### src/rtl/weight_stream_sched_pkg.sv
// Shared types and sizing for the LSTM weight stream scheduler and the gate weight FIFOs.
package weight_stream_sched_pkg;

  typedef enum logic [1:0] {
    S_IDLE = 2'd0,
    S_REQ  = 2'd1,
    S_XFER = 2'd2,
    S_DONE = 2'd3
  } wsched_state_t;

  // Downstream round-robin spreads words across this many gate FIFOs.
  localparam int unsigned GATE_FIFO_CNT = 4;

  // 16-bit words in one timestep's weight frame.
  function automatic int unsigned lstm_total_words(input int unsigned hidden_size,
                                                   input int unsigned input_size);
    return hidden_size * hidden_size * 5 / 2 + input_size * hidden_size * 2;
  endfunction

  // Words each gate FIFO receives per frame.
  function automatic int unsigned gate_fifo_words(input int unsigned hidden_size,
                                                  input int unsigned input_size);
    return lstm_total_words(hidden_size, input_size) / GATE_FIFO_CNT;
  endfunction

endpackage

### src/rtl/wsched_burst_ctr.sv
// Beat counter for one read burst; term flags the final beat position.
module wsched_burst_ctr #(
  parameter int unsigned BURST_LEN = 64
) (
  input  logic clk_200m,
  input  logic rst,
  input  logic clr,
  input  logic inc,
  output logic term
);

  localparam int unsigned CNT_W = $clog2(BURST_LEN + 1);

  logic [CNT_W-1:0] beat_cnt;

  assign term = (beat_cnt == CNT_W'(BURST_LEN - 1));

  // Count accepted beats; cleared when a new burst is acknowledged.
  always_ff @(posedge clk_200m or posedge rst) begin
    if (rst)      beat_cnt <= '0;
    else if (clr) beat_cnt <= '0;
    else if (inc) beat_cnt <= beat_cnt + CNT_W'(1);
  end

endmodule

### src/rtl/weight_stream_sched.sv
// Weight stream scheduler: pulls fixed-length bursts from the memory reader and writes
// them into the gate weight FIFOs, one whole frame per timestep.
// Build option: define WSCHED_STALL_CNT_EN to count REQ cycles blocked by fifo_ready.
//
// state | meaning
// IDLE  | waiting for start
// REQ   | burst request outstanding, gated by fifo_ready
// XFER  | accepting BURST_LEN beats from the reader
// DONE  | one-cycle end-of-frame, optional loop back to REQ
module weight_stream_sched
  import weight_stream_sched_pkg::*;
#(
  parameter int unsigned       HIDDEN_SIZE = 512,
  parameter int unsigned       INPUT_SIZE  = 96,
  parameter int unsigned       BURST_LEN   = 64,
  parameter int unsigned       ADDR_W      = 32,
  parameter logic [ADDR_W-1:0] BASE_ADDR   = '0
) (
  input  logic              clk_200m,
  input  logic              rst,
  input  logic              start,
  input  logic              loop_en,
  input  logic              stop,
  output logic              rd_req,
  output logic [ADDR_W-1:0] rd_addr,
  output logic [15:0]       rd_len,
  input  logic              rd_ack,
  input  logic              rd_data_valid,
  input  logic [15:0]       rd_data,
  output logic              rd_data_ready,
  input  logic              fifo_ready,
  output logic              wr_fifo_data_valid,
  output logic [15:0]       wr_fifo_data,
  output logic              busy,
  output logic              done,
  output logic [15:0]       frame_cnt,
  output logic              protocol_err,
  output logic [31:0]       stall_cycles
);

  localparam int unsigned TOTAL_WORDS = lstm_total_words(HIDDEN_SIZE, INPUT_SIZE);
  localparam int unsigned IDX_W       = $clog2(TOTAL_WORDS + 1);

  wsched_state_t    state, state_n;
  logic             stop_pend, stop_pend_n;
  logic [IDX_W-1:0] word_idx, word_idx_inc, addr_idx;
  logic             word_clr, word_inc, addr_load;
  logic             beat_clr, beat_inc, beat_term;

  assign word_idx_inc = word_idx + IDX_W'(1);

  wsched_burst_ctr #(.BURST_LEN(BURST_LEN)) u_burst_ctr (
    .clk_200m (clk_200m),
    .rst      (rst),
    .clr      (beat_clr),
    .inc      (beat_inc),
    .term     (beat_term)
  );

  // State register.
  always_ff @(posedge clk_200m or posedge rst) begin
    if (rst) state <= S_IDLE;
    else     state <= state_n;
  end

  // Next-state, handshake outputs and datapath strobes.
  always_comb begin
    state_n       = state;
    stop_pend_n   = stop_pend;
    word_clr      = 1'b0;
    word_inc      = 1'b0;
    addr_load     = 1'b0;
    addr_idx      = '0;
    beat_clr      = 1'b0;
    beat_inc      = 1'b0;
    rd_req        = 1'b0;
    rd_data_ready = 1'b0;
    done          = 1'b0;
    busy          = (state != S_IDLE);
    case (state)
      S_IDLE: begin
        if (start && !stop) begin
          state_n   = S_REQ;
          word_clr  = 1'b1;
          addr_load = 1'b1;
        end
      end
      S_REQ: begin
        rd_req = fifo_ready;
        if (stop) stop_pend_n = 1'b1;
        if (rd_req && rd_ack) begin
          state_n  = S_XFER;
          beat_clr = 1'b1;
        end else if (stop) begin
          state_n = S_IDLE;
        end
      end
      S_XFER: begin
        rd_data_ready = 1'b1;
        if (stop) stop_pend_n = 1'b1;
        if (rd_data_valid) begin
          beat_inc = 1'b1;
          word_inc = 1'b1;
          if (beat_term) begin
            if (word_idx_inc == IDX_W'(TOTAL_WORDS)) begin
              state_n = S_DONE;
            end else if (stop_pend_n) begin
              state_n = S_IDLE;
            end else begin
              state_n   = S_REQ;
              addr_load = 1'b1;
              addr_idx  = word_idx_inc;
            end
          end
        end
      end
      S_DONE: begin
        done     = 1'b1;
        word_clr = 1'b1;
        if (stop) stop_pend_n = 1'b1;
        if (loop_en && !stop_pend_n) begin
          state_n   = S_REQ;
          addr_load = 1'b1;
        end else begin
          state_n = S_IDLE;
        end
      end
      default: state_n = S_IDLE;
    endcase
    // A pending stop is consumed once the frame parks in IDLE.
    if (state_n == S_IDLE) stop_pend_n = 1'b0;
  end

  // Pending stop flag, honoured at the next burst boundary.
  always_ff @(posedge clk_200m or posedge rst) begin
    if (rst) stop_pend <= 1'b0;
    else     stop_pend <= stop_pend_n;
  end

  // Word position within the frame; exact compare against TOTAL_WORDS, never wraps.
  always_ff @(posedge clk_200m or posedge rst) begin
    if (rst)           word_idx <= '0;
    else if (word_clr) word_idx <= '0;
    else if (word_inc) word_idx <= word_idx_inc;
  end

  // Burst address and length latched on REQ entry, stable while the request is pending.
  always_ff @(posedge clk_200m or posedge rst) begin
    if (rst) begin
      rd_addr <= '0;
      rd_len  <= '0;
    end else if (addr_load) begin
      rd_addr <= BASE_ADDR + (ADDR_W'(addr_idx) << 1);
      rd_len  <= 16'(BURST_LEN);
    end
  end

  // One-cycle registered forward of accepted beats to the gate FIFOs.
  always_ff @(posedge clk_200m or posedge rst) begin
    if (rst) begin
      wr_fifo_data_valid <= 1'b0;
      wr_fifo_data       <= '0;
    end else begin
      wr_fifo_data_valid <= beat_inc;
      if (beat_inc) wr_fifo_data <= rd_data;
    end
  end

  // Completed frame counter, wraps at 16 bits.
  always_ff @(posedge clk_200m or posedge rst) begin
    if (rst)       frame_cnt <= '0;
    else if (done) frame_cnt <= frame_cnt + 16'd1;
  end

  // Sticky flag for beats that arrive when no burst is being accepted.
  always_ff @(posedge clk_200m or posedge rst) begin
    if (rst)                                   protocol_err <= 1'b0;
    else if (rd_data_valid && state != S_XFER) protocol_err <= 1'b1;
  end

`ifdef WSCHED_STALL_CNT_EN
  // Saturating count of REQ cycles held off by FIFO back-pressure; cleared on frame start.
  always_ff @(posedge clk_200m or posedge rst) begin
    if (rst)
      stall_cycles <= '0;
    else if (state == S_IDLE && start && !stop)
      stall_cycles <= '0;
    else if (state == S_REQ && !fifo_ready && stall_cycles != 32'hFFFF_FFFF)
      stall_cycles <= stall_cycles + 32'd1;
  end
`else
  assign stall_cycles = '0;
`endif

endmodule

### config.mk
export PLATFORM = sky130hd
export DESIGN_NAME = weight_stream_sched
export DESIGN_NICKNAME = d
export VERILOG_FILES = /design/src/rtl/weight_stream_sched_pkg.sv /design/src/rtl/wsched_burst_ctr.sv /design/src/rtl/weight_stream_sched.sv
export SDC_FILE = /design/constraint.sdc
export NUM_CORES = 1
export LEC_CHECK = 0
export CORE_UTILIZATION = 40
export CTS_BUF_LIST = sky130_fd_sc_hd__clkbuf_8
export CTS_CLUSTER_SIZE = 28
export DETAILED_ROUTE_END_ITERATION = 8
export PLACE_DENSITY_LB_ADDON = 0.15
export RECOVER_POWER = 100
export SLEW_MARGIN = 5
export SYNTH_ARGS = -nofsm -noshare
export SYNTH_HDL_FRONTEND = slang
export SYNTH_SLANG_ARGS = --single-unit
export TNS_END_PERCENT = 30
### constraint.sdc
create_clock -name clk_200m -period 7.5 [get_ports clk_200m]
set_clock_uncertainty 0.05 [all_clocks]
set_input_delay 1.5 -clock clk_200m [delete_from_list [all_inputs] [get_ports clk_200m]]
set_output_delay 1.5 -clock clk_200m [all_outputs]
set_load 0.01 [all_outputs]
==> flow_metrics.tcl <==
set metrics [dict create \
    start_util 0.4157 \
    dieHeight_um 111.6 \
    worstPathRequired_ns 7.68 \
    grt_max_degree 86 \
    die_area_mm2 0.01246 \
    dp_hpwl_mm 7.124 \
    num_vias 3546 \
    grt.total_usage 0.1748 \
    port_buffers 82 \
    ys_warn_count 0 \
    fillerInstances 1112 \
    first_global_vias 3523 \
    cts_buffer_depth 2 \
    ir_drop_uv 131.6 \
    grt_pass1_wl_mm 17.52 \
    syn_area_mm2 0.004807 \
    dr.pass1.iters 8 \
    cp-end-kind "register" \
    relSlewSlack 0.01218 \
    std_cell_rows 39 \
    die_w_um 111.6 \
    layout.cells.most_common "nand2_1" \
    cts_root_buffer "clkbuf_8" \
    hold_class "register to register" \
    synthArstFlopShare 1.000 \
    avgSynthCellArea_um2 9.389 \
    tightest_slew_ns 1.482 \
    ys_ff_latch 85 \
    nets 614 \
    yosysUniqueCellTypes 53 \
    finalMaxSlewViolations 0 \
    dpl.cell_count 714 \
    wl_per_cell_um 14.07 \
    ios 142 \
    status "finished, violations left" \
    clkTransAtPathRegs_ns 0.10 \
    synth-edff-count 0 \
    post_cts_resized 0 \
    yosysSeqAreaShare 0.4425 \
    syn_to_final_growth_pct 17.28 \
    cap_viol_max_count 0 \
    powerDensity_mw_per_mm2 247.7 \
    clock_latency_ns 0.36 \
    totalWireLength_mm 10.27 \
    ctsHtreeMaxLevel 3 \
    cp_data_arrival_time_ns 5.19 \
    drt_iter0_drc 122 \
    mostFrequentLayoutCells "nand2_1, dfrtp_1, dlygate4sd3_1" \
    path_max_fanout 29 \
    rsz0062_at_grt "no" \
    worstSetupPathType "primary input to register" \
    hold_buffers 0 \
    finalCritPeriodShare 0.6670 \
    setup_tns_ns 0 \
    core_mm2 0.01156 \
    avgViaCountPerCell 4.858 \
    drc 16 \
    globalplace.congestion 0.8611 \
    violations "DRC" \
    synthCells 512 \
    cts.sinks 85 \
    p_leak_uw 0.002608 \
    startpoint_type "primary input" \
    fin_crit_ns 5.003 \
    cts_tree "yes" \
    cts_buffers 9 \
    cts_setup_buffers 0 \
    layout-drive-gt1-share 0.04600 \
    ys.flop_type "dfrtp_1" \
    fin_cells 730 \
    diodes 0 \
    setup_viol 0 \
    antenna_found_initial 0 \
    postRouteAntennaNets 0 \
    fin_area_mm2 0.005638 \
    hold_viol_final 0 \
    grt_overflow 0 \
    dpl_cell_area_mm2 0.005479 \
    fmax_ghz 0.1999 \
]
==> worst paths after layout <==
kind                                from                 endpoint  slack, ns  cells past startpoint
setup reg to reg             word_idx[0]              rd_addr[16]       3.21                      9
hold reg to reg             protocol_err             protocol_err       0.42                      1
max in group asynchronous            rst  u_burst_ctr.beat_cnt[6]       4.79                      3
hold / removal              protocol_err             protocol_err       0.42                      1
setup / recovery           rd_data_valid              rd_addr[16]       2.50                      8
min in group asynchronous            rst         wr_fifo_data[12]       1.89                      3
==> state kept, by name (all words and copies together), names as in the netlist <==
register              count
rd_len                    1
stop_pend                 1
state                     2
word_idx                 20
u_burst_ctr.beat_cnt      7
rd_addr                  20
frame_cnt                16
protocol_err              1
wr_fifo_data             16
wr_fifo_data_valid        1
==> per-stage QoR <==
step / hold slack, ns / power (uW) / worst slack (ns) / utilization
floorplan: 0.4401 / 922.2 / 3.757 / -
global placement: 0.3927 / 1113 / 3.309 / 0.4738
detailed placement: 0.3999 / 1123 / 3.316 / 0.4738
CTS: 0.4284 / 1450 / 3.304 / 0.4901
global route: 0.4591 / 1500 / 2.103 / 0.4875
finish: 0.4214 / 1397 / 2.497 / 0.4875
==> cell usage after synthesis, drive strengths merged, types with 2 or more instances <==
cell type / n / area, um^2
nand4: 15 / 100.1
nor3: 8 / 45.04
inv: 10 / 37.54
nand3b: 3 / 22.52
o21ai: 8 / 40.04
and2: 7 / 43.79
a21o: 2 / 15.01
xnor2: 37 / 324.1
or3: 6 / 37.54
or2: 4 / 25.03
nor3b: 3 / 22.52
a211oi: 4 / 30.03
o211ai: 2 / 15.01
nor2b: 2 / 12.51
a31oi: 3 / 18.77
clkbuf: 10 / 37.54
buf: 76 / 546.8
mux2: 4 / 45.04
dfrtp: 85 / 2127
nor2: 38 / 145.1
a2111oi: 2 / 36.29
and3: 7 / 43.79
nor4: 4 / 25.02
nand2: 93 / 349.1
nand4b: 3 / 26.28
o21a: 2 / 15.01
a21oi: 10 / 50.05
mux2i: 18 / 180.2
nand3: 10 / 50.05
ha: 8 / 100.1
xor2: 15 / 131.4
==> final cells by class <==
| class | count | area [um^2] | share of cell area |
|---|---|---|---|
| Tap cell | 143 | 178.9 | 0.03174 |
| Clock buffer | 9 | 123.9 | 0.02197 |
| Timing Repair Buffer | 87 | 847.1 | 0.1502 |
| Clock inverter | 7 | 65.06 | 0.01154 |
| Multi-Input combinational cell | 389 | 2257 | 0.4004 |
| Sequential cell | 85 | 2127 | 0.3773 |
| Inverter | 10 | 38.79 | 0.006880 |
==> layer usage <==
layer / vias to the layer above / track usage / share of wire
li1: 1721 / - / -
met1: 1711 / 0.2230 / 0.45
met2: 106 / 0.2894 / 0.48
met3: 8 / 0.05117 / 0.059
met4: 0 / 0.04595 / 0.0085
met5: - / 0 / 0
==> cell families (layout without fill, tap and decap cells) <==
kind of cell	after synthesis	after routing	share of synthesized area
xor gates and xnor gates	52	52	0.09474
buffers and inverters	96	113	0.1294
adders and majority gates	8	8	0.02082
AOI/OAI and AO/OA	43	43	0.06429
muxes	22	22	0.04685
and+or+nand+nor	205	205	0.2007
DFF	85	85	0.4425
other	1	59	0.0007801
==> where the power goes <==
group | internal, uW | switching (uW) | leakage [uW]
Sequential | 541 | 73.4 | 0.00113
Clock | 129 | 191 | 0.0000947
Combinational | 204 | 258 | 0.00138
==> worst max-delay path, stage by stage <==
cell and delay (ns):
dlygate4sd3_1 0.59, nand2_1 0.06, clkbuf_1 0.54, nor2_1 0.35
nand3_1 0.18, a2111oi_0 0.44, clkbuf_1 1.13, mux2_1 0.39
No activity file was read; power rests on OpenSTA's default activity.
